[src/rtl/tlb_pkg.sv]
// Shared types and constants for the fully-associative TLB.
package tlb_pkg;

  localparam logic [3:0] SATP_MODE_BARE = 4'h0;
  localparam logic [1:0] PRIV_M         = 2'd3;

  typedef struct packed {
    logic        valid;
    logic [26:0] tag;   // vaddr[38:12]
    logic [43:0] ppn;   // paddr[55:12]
  } tlb_entry_t;

  typedef enum logic [2:0] {
    StIdle,
    StLookup,
    StWreq,
    StWwait,
    StDone
  } tlb_state_t;

  // Physical address from a cached/returned PPN and the request's page offset.
  function automatic logic [63:0] make_paddr(input logic [43:0] ppn, input logic [11:0] off);
    return {8'b0, ppn, off};
  endfunction

endpackage

[src/rtl/tlb_if.sv]
// Pipeline-side and walker-side signals of the TLB bundled into one interface.
interface tlb_if;
  logic        req_valid;
  logic [63:0] req_vaddr;
  logic        resp_valid;
  logic [63:0] resp_paddr;
  logic [3:0]  satp_mode;
  logic [1:0]  priviledgeMode;
  logic        flush;
  logic        walk_req_valid;
  logic [63:0] walk_vaddr;
  logic        walk_resp_valid;
  logic [63:0] walk_resp_paddr;

  // TLB side
  modport slave (
    input  req_valid, req_vaddr, satp_mode, priviledgeMode, flush,
    input  walk_resp_valid, walk_resp_paddr,
    output resp_valid, resp_paddr, walk_req_valid, walk_vaddr
  );

  // Pipeline + walker side
  modport master (
    output req_valid, req_vaddr, satp_mode, priviledgeMode, flush,
    output walk_resp_valid, walk_resp_paddr,
    input  resp_valid, resp_paddr, walk_req_valid, walk_vaddr
  );
endinterface

[src/rtl/tlb_victim_sel.sv]
// Replacement victim: lowest-index invalid entry, otherwise the round-robin pointer.
module tlb_victim_sel #(
  parameter int unsigned ENTRIES = 8,
  parameter int unsigned IDX_W   = $clog2(ENTRIES)
) (
  input  logic [ENTRIES-1:0] valid_i,
  input  logic [IDX_W-1:0]   rr_ptr_i,
  output logic [IDX_W-1:0]   victim_o,
  output logic               use_rr_o
);

  // Scan downwards so the lowest invalid index is the last one written.
  always_comb begin
    victim_o = rr_ptr_i;
    use_rr_o = 1'b1;
    for (int i = ENTRIES - 1; i >= 0; i--) begin
      if (!valid_i[i]) begin
        victim_o = IDX_W'(i);
        use_rr_o = 1'b0;
      end
    end
  end

endmodule

[src/rtl/tlb.sv]
// Fully-associative TLB in front of the Sv39 walker; bypasses in bare mode or M-mode.
module tlb
  import tlb_pkg::*;
#(
  parameter int unsigned ENTRIES = 8,
  parameter int unsigned IDX_W   = $clog2(ENTRIES)
) (
  input logic clk,
  input logic reset,
  tlb_if.slave bus
);

  tlb_state_t        state_q, state_d;
  logic [63:0]       vaddr_q, vaddr_d;
  tlb_entry_t        entries_q [ENTRIES];
  tlb_entry_t        entries_d [ENTRIES];
  logic [IDX_W-1:0]  rr_ptr_q, rr_ptr_d;
  logic              flush_pend_q, flush_pend_d;
  logic [63:0]       resp_paddr_q, resp_paddr_d;
  logic [63:0]       walk_vaddr_q, walk_vaddr_d;

  logic [ENTRIES-1:0] valid_vec;
  logic               hit;
  logic [IDX_W-1:0]   hit_idx;
  logic [IDX_W-1:0]   victim_idx;
  logic               victim_is_rr;
  logic               unused_paddr_bits;

  assign unused_paddr_bits = ^{bus.walk_resp_paddr[63:56], bus.walk_resp_paddr[11:0]};

  // Parallel tag compare; lowest index wins on the (impossible) multi-hit.
  always_comb begin
    hit     = 1'b0;
    hit_idx = '0;
    for (int i = ENTRIES - 1; i >= 0; i--) begin
      valid_vec[i] = entries_q[i].valid;
      if (entries_q[i].valid && entries_q[i].tag == vaddr_q[38:12]) begin
        hit     = 1'b1;
        hit_idx = IDX_W'(i);
      end
    end
  end

  tlb_victim_sel #(
    .ENTRIES(ENTRIES),
    .IDX_W  (IDX_W)
  ) u_victim_sel (
    .valid_i (valid_vec),
    .rr_ptr_i(rr_ptr_q),
    .victim_o(victim_idx),
    .use_rr_o(victim_is_rr)
  );

  // Next-state, fill and flush logic.
  always_comb begin
    state_d      = state_q;
    vaddr_d      = vaddr_q;
    entries_d    = entries_q;
    rr_ptr_d     = rr_ptr_q;
    flush_pend_d = flush_pend_q;
    resp_paddr_d = resp_paddr_q;
    walk_vaddr_d = walk_vaddr_q;

    unique case (state_q)
      StIdle: begin
        if (bus.req_valid) begin
          vaddr_d = bus.req_vaddr;
          if (bus.satp_mode == SATP_MODE_BARE || bus.priviledgeMode == PRIV_M) begin
            resp_paddr_d = bus.req_vaddr;
            state_d      = StDone;
          end else begin
            state_d = StLookup;
          end
        end
      end
      StLookup: begin
        if (hit) begin
          resp_paddr_d = make_paddr(entries_q[hit_idx].ppn, vaddr_q[11:0]);
          state_d      = StDone;
        end else begin
          walk_vaddr_d = vaddr_q;
          state_d      = StWreq;
        end
      end
      StWreq: begin
        if (bus.flush) flush_pend_d = 1'b1;
        state_d = StWwait;
      end
      StWwait: begin
        if (bus.flush) flush_pend_d = 1'b1;
        if (bus.walk_resp_valid) begin
          resp_paddr_d = make_paddr(bus.walk_resp_paddr[55:12], vaddr_q[11:0]);
          // A flush seen during the walk makes its result stale for caching.
          if (!flush_pend_q && !bus.flush) begin
            entries_d[victim_idx] = '{valid: 1'b1, tag: vaddr_q[38:12],
                                      ppn: bus.walk_resp_paddr[55:12]};
            if (victim_is_rr) rr_ptr_d = rr_ptr_q + IDX_W'(1);
          end
          flush_pend_d = 1'b0;
          state_d      = StDone;
        end
      end
      StDone: begin
        state_d = StIdle;
      end
      default: begin
        state_d = StIdle;
      end
    endcase

    if (bus.flush) begin
      for (int i = 0; i < ENTRIES; i++) entries_d[i].valid = 1'b0;
    end
  end

  // State registers with synchronous reset.
  always_ff @(posedge clk) begin
    if (reset) begin
      state_q      <= StIdle;
      vaddr_q      <= '0;
      rr_ptr_q     <= '0;
      flush_pend_q <= 1'b0;
      resp_paddr_q <= '0;
      walk_vaddr_q <= '0;
      for (int i = 0; i < ENTRIES; i++) entries_q[i] <= '0;
    end else begin
      state_q      <= state_d;
      vaddr_q      <= vaddr_d;
      rr_ptr_q     <= rr_ptr_d;
      flush_pend_q <= flush_pend_d;
      resp_paddr_q <= resp_paddr_d;
      walk_vaddr_q <= walk_vaddr_d;
      entries_q    <= entries_d;
    end
  end

  assign bus.resp_valid     = (state_q == StDone);
  assign bus.resp_paddr     = resp_paddr_q;
  assign bus.walk_req_valid = (state_q == StWreq);
  assign bus.walk_vaddr     = walk_vaddr_q;

endmodule
[src/flat_wrapper.sv]
// flat-port wrapper written by rule: the top's interface ports become plain ports
module tlb_flat import tlb_pkg::*;
#(
  parameter int unsigned ENTRIES = 8,
  parameter int unsigned IDX_W   = $clog2(ENTRIES)
)
  (clk, reset, bus_req_valid, bus_req_vaddr, bus_satp_mode, bus_priviledgeMode, bus_flush, bus_walk_resp_valid, bus_walk_resp_paddr, bus_resp_valid, bus_resp_paddr, bus_walk_req_valid, bus_walk_vaddr);
  tlb_if bus_i ();
  input logic clk;
  input logic reset;
  input wire logic [$bits(bus_i.req_valid)-1:0] bus_req_valid;
  input wire logic [$bits(bus_i.req_vaddr)-1:0] bus_req_vaddr;
  input wire logic [$bits(bus_i.satp_mode)-1:0] bus_satp_mode;
  input wire logic [$bits(bus_i.priviledgeMode)-1:0] bus_priviledgeMode;
  input wire logic [$bits(bus_i.flush)-1:0] bus_flush;
  input wire logic [$bits(bus_i.walk_resp_valid)-1:0] bus_walk_resp_valid;
  input wire logic [$bits(bus_i.walk_resp_paddr)-1:0] bus_walk_resp_paddr;
  output wire logic [$bits(bus_i.resp_valid)-1:0] bus_resp_valid;
  output wire logic [$bits(bus_i.resp_paddr)-1:0] bus_resp_paddr;
  output wire logic [$bits(bus_i.walk_req_valid)-1:0] bus_walk_req_valid;
  output wire logic [$bits(bus_i.walk_vaddr)-1:0] bus_walk_vaddr;
  assign bus_i.req_valid = bus_req_valid;
  assign bus_i.req_vaddr = bus_req_vaddr;
  assign bus_i.satp_mode = bus_satp_mode;
  assign bus_i.priviledgeMode = bus_priviledgeMode;
  assign bus_i.flush = bus_flush;
  assign bus_i.walk_resp_valid = bus_walk_resp_valid;
  assign bus_i.walk_resp_paddr = bus_walk_resp_paddr;
  assign bus_resp_valid = bus_i.resp_valid;
  assign bus_resp_paddr = bus_i.resp_paddr;
  assign bus_walk_req_valid = bus_i.walk_req_valid;
  assign bus_walk_vaddr = bus_i.walk_vaddr;
  tlb #(.ENTRIES(ENTRIES), .IDX_W(IDX_W)) u_core (.clk(clk), .reset(reset), .bus(bus_i));
endmodule
[config.mk]
export PLATFORM = sky130hd
export DESIGN_NAME = tlb_flat
export DESIGN_NICKNAME = d
export VERILOG_FILES = /design/src/rtl/tlb_pkg.sv /design/src/rtl/tlb_if.sv /design/src/rtl/tlb_victim_sel.sv /design/src/rtl/tlb.sv /design/src/flat_wrapper.sv
export SDC_FILE = /design/constraint.sdc
export NUM_CORES = 2
export LEC_CHECK = 0
export ABC_AREA = 1
export CAP_MARGIN = 10
export CORE_ASPECT_RATIO = 2
export CORE_MARGIN = 5
export CORE_UTILIZATION = 40
export DETAILED_ROUTE_END_ITERATION = 8
export PLACE_DENSITY = 0.63
export SLEW_MARGIN = 5
export SYNTH_ARGS = -nofsm -noshare
export SYNTH_HDL_FRONTEND = slang
export SYNTH_HIERARCHICAL = 1
export SYNTH_SLANG_ARGS = --single-unit
export TNS_END_PERCENT = 1
[constraint.sdc]
create_clock -name clk -period 5.1 [get_ports clk]
set_input_delay 0.51 -clock clk [delete_from_list [all_inputs] [get_ports clk]]
set_output_delay 0.51 -clock clk [all_outputs]
set_load 0.02 [all_outputs]
==> results.sh <==
export IMPL_wl_per_cell_um=19.6
export IMPL_setup_viol=0
export IMPL_place_congestion=0.901
export IMPL_place_area_mm2=0.0374
export IMPL_areaGrowthSynthToFinish_pct=15.4
export IMPL_p_leak_uw=0.0156
export IMPL_grt_pass1_wl_mm=175
export IMPL_dp_hpwl_mm=73.0
export IMPL_reg2regPathDepth=15
export IMPL_ys_top_cells_by_area="dfxtp_1 45%, a21oi_1 11%, o21ai_0 9.9%"
export IMPL_clk_pin_slew_ns=0.07
export IMPL_synth_area_mm2=0.0344
export IMPL_seq_area_frac_synth_pct=45.1
export IMPL_holdWs_ns=0.442
export IMPL_cts_tree="built"
export IMPL_wl_mm=116
export IMPL_grt_usage_pct=24.1
export IMPL_ctsHoldBuffers=0
export IMPL_clk_insertion_delay_late_ns=0.65
export IMPL_grt_ovfl_total=0
export IMPL_coreArea_mm2=0.0856
export IMPL_report_final_hold_viol_count=0
export IMPL_grt_max_degree=160
export IMPL_holdCritPathClass="flip-flop to flip-flop"
export IMPL_r2r_end="u_core/bus.resp_paddr[21]$_SDFFE_PP0P_"
export IMPL_startpoint="u_core/vaddr_q[12]$_SDFFE_PP0P_"
export IMPL_viasPerCell=5.41
export IMPL_fin_nets=4936
export IMPL_tns_ns=0
export IMPL_power_net_switching_uw=5170
export IMPL_synth_edf_count=0
export IMPL_power_density_mw_per_mm2=405
export IMPL_rrSetupSlack_ns=1.0
export IMPL_htree_levels=3
export IMPL_total_power_uw=16100
export IMPL_cp_max_fo=69
export IMPL_cp_start_kind="flip-flop"
export IMPL_maxCapViolCount=0
export IMPL_critical_path_arrival_ns=4.64
export IMPL_p_clk_share_pct=34.1
export IMPL_avgSynthCellArea_um2=7.16
export IMPL_num_rows=152
export IMPL_min_period_over_period_pct=80.4
export IMPL_async_flop_share_pct=0
export IMPL_ios=269
export IMPL_die_h_um=425
export IMPL_status="complete, no violations"
export IMPL_period_needed_ns=4.10
export IMPL_ys_ff_latch=775
export IMPL_grt_pass1_vias=29721
export IMPL_path_class="flip-flop to flip-flop"
export IMPL_fillers=8569
export IMPL_clock_skew_ns=0.0218
export IMPL_first_pass_iters=7
export IMPL_cts_max_path_buffers=3
export IMPL_r2r_start="u_core/vaddr_q[12]$_SDFFE_PP0P_"
export IMPL_die_w_um=217
export IMPL_rsz0062_at_grt="no"
export IMPL_antenna_found_initial=11
export IMPL_yosys_area_top_type="dfxtp_1"
export IMPL_drtIter0Drc=2631
export IMPL_internal_power_uw=10900
export IMPL_antenna_left=0
export IMPL_cts_buffers=70
export IMPL_cts_resized=0
export IMPL_start_util_pct=40.2
export IMPL_final_common_cell="dfxtp_1"
export IMPL_slew_headroom_pct=30.7
export IMPL_post_cts_buffers=0
export IMPL_end_kind="flip-flop"
export IMPL_crit_path_end="u_core/bus.resp_paddr[21]$_SDFFE_PP0P_"
export IMPL_tightestPinTransition_ns=1.04
export IMPL_cts_sinks=775
export IMPL_min_from="u_core/bus.resp_paddr[60]$_SDFFE_PP0P_"
export IMPL_synth_cells=4808
export IMPL_p_comb_share_pct=23.4
export IMPL_switching_share_pct=32.1
export IMPL_synth_top_area_share_pct=45.1
export IMPL_layout_drive_gt1_share_pct=4.97
export IMPL_root_buffer="clkbuf_16"
export IMPL_p_seq_share_pct=42.6
export IMPL_finalInstanceArea_mm2=0.0398
export IMPL_syn_nets=4948
export IMPL_final_cell_mix="775 x dfxtp_1, 767 x a21oi_1, 683 x o21ai_0, 619 x nand2_1, 527 x inv_1"
export IMPL_ir_worst_vdd_v=0.000218
export IMPL_drv_slew=0
export IMPL_drc=0
export IMPL_synth_ff_type="dfxtp_1"
export IMPL_dieArea_mm2=0.0924
export IMPL_critPathRequiredTime_ns=5.64
export IMPL_num_vias=32075
export IMPL_port_buffer_count=248
export IMPL_yosys_warnings=6
export IMPL_fmax_mhz=244
export IMPL_ys_types=45
[logic make-up (layout without fill, tap and decap cells)]
group                    Yosys count  in the layout  synth area share (%)
flip-flops                       775            775                  45.1
adder cells (fa/ha/maj)            1              1                0.0363
XOR/XNOR                          56             56                  1.42
AO/OA/AOI/OAI                   1611           1611                  23.8
buffers and inverters            995           1034                  11.8
other                              0              8                     0
AND/OR/NAND/NOR                 1370           1370                  17.9
[cells in the mapped netlist, types with 34 or more instances]
master	count
nand4_1	34
buf_2	149
o21ai_0	683
o21ai_1	104
nand3b_1	45
a21oi_1	767
nor2_1	151
clkinv_1	44
dfxtp_1	775
nand3_1	454
clkbuf_1	214
nand2_1	619
inv_1	529
[worst min path at each step]
stage,depth (start not counted),to
2_1_floorplan,2,u_core/bus.walk_vaddr[63]$_SDFFE_PP0P_
3_3_place_gp,2,u_core/bus.resp_paddr[56]$_SDFFE_PP0P_
4_1_cts,2,u_core/bus.resp_paddr[60]$_SDFFE_PP0P_
5_1_grt,2,u_core/bus.walk_vaddr[57]$_SDFFE_PP0P_
6_report,2,u_core/bus.resp_paddr[60]$_SDFFE_PP0P_
3_5_place_dp,2,u_core/bus.resp_paddr[60]$_SDFFE_PP0P_
[critical path: stages (launching register included)]
cell and delay, ns:
dfxtp_1 0.51, inv_1 0.42, buf_4 0.34, nand2_1 0.08, nand2_1 0.05, nor4_1 0.42
nand4_1 0.15, nor2_1 0.27, inv_1 0.16, nand2_8 0.25, buf_4 0.69, nand3_1 0.14
nand3_1 0.15, nand3_1 0.11, nand3_1 0.12, a21oi_1 0.06
[sequential cells by signal, summed over array words and instances, names as in the netlist]
signal / flops
u_core/bus.resp_paddr: 64
u_core/rr_ptr_q: 3
u_core/bus.walk_vaddr: 64
u_core/flush_pend_q: 1
u_core/vaddr_q: 64
u_core/entries_q: 576
u_core/state_q: 3
[power groups by stage]
stage / Sequential [uW] / Clock [uW] / Combinational [uW]
floorplan: 7230 / 0 / 1840
global placement: 6970 / 0 / 3740
detailed placement: 6970 / 0 / 3760
CTS: 6840 / 5610 / 3780
global route: 6890 / 5820 / 4070
finish: 6840 / 5480 / 3760
[cell type report]
class	count	area (um2)	share of cell area (%)
clock buffers	108	2130	5.36
flip-flops and latches	775	15500	39.0
repair buffers	317	3310	8.33
diodes	8	20.0	0.0504
inverters	594	2240	5.63
multi-input cells	3038	15000	37.7
clock inverters	15	206	0.519
well taps	1078	1350	3.39
[per-stage QoR]
step,instances,setup WS [ns],util [%]
after floorplan,4808,2.84,-
after global placement,5802,1.15,43.7
after detailed placement,5802,1.09,43.7
after CTS,5925,1.07,46.4
after global routing,5933,0.876,46.5
final,5933,0.999,46.5
[routing by layer]
| metal | share of wire [%] | vias up | global-route usage (%) |
|---|---|---|---|
| met3 | 4.8 | 258 | 3.35 |
| met5 | 0.011 | - | 0 |
| met2 | 50 | 955 | 42.3 |
| met4 | 5.7 | 2 | 13.3 |
| met1 | 40 | 15029 | 27.9 |
| li1 | - | 15831 | - |
Note: power is estimated with default switching activity, not from simulation.
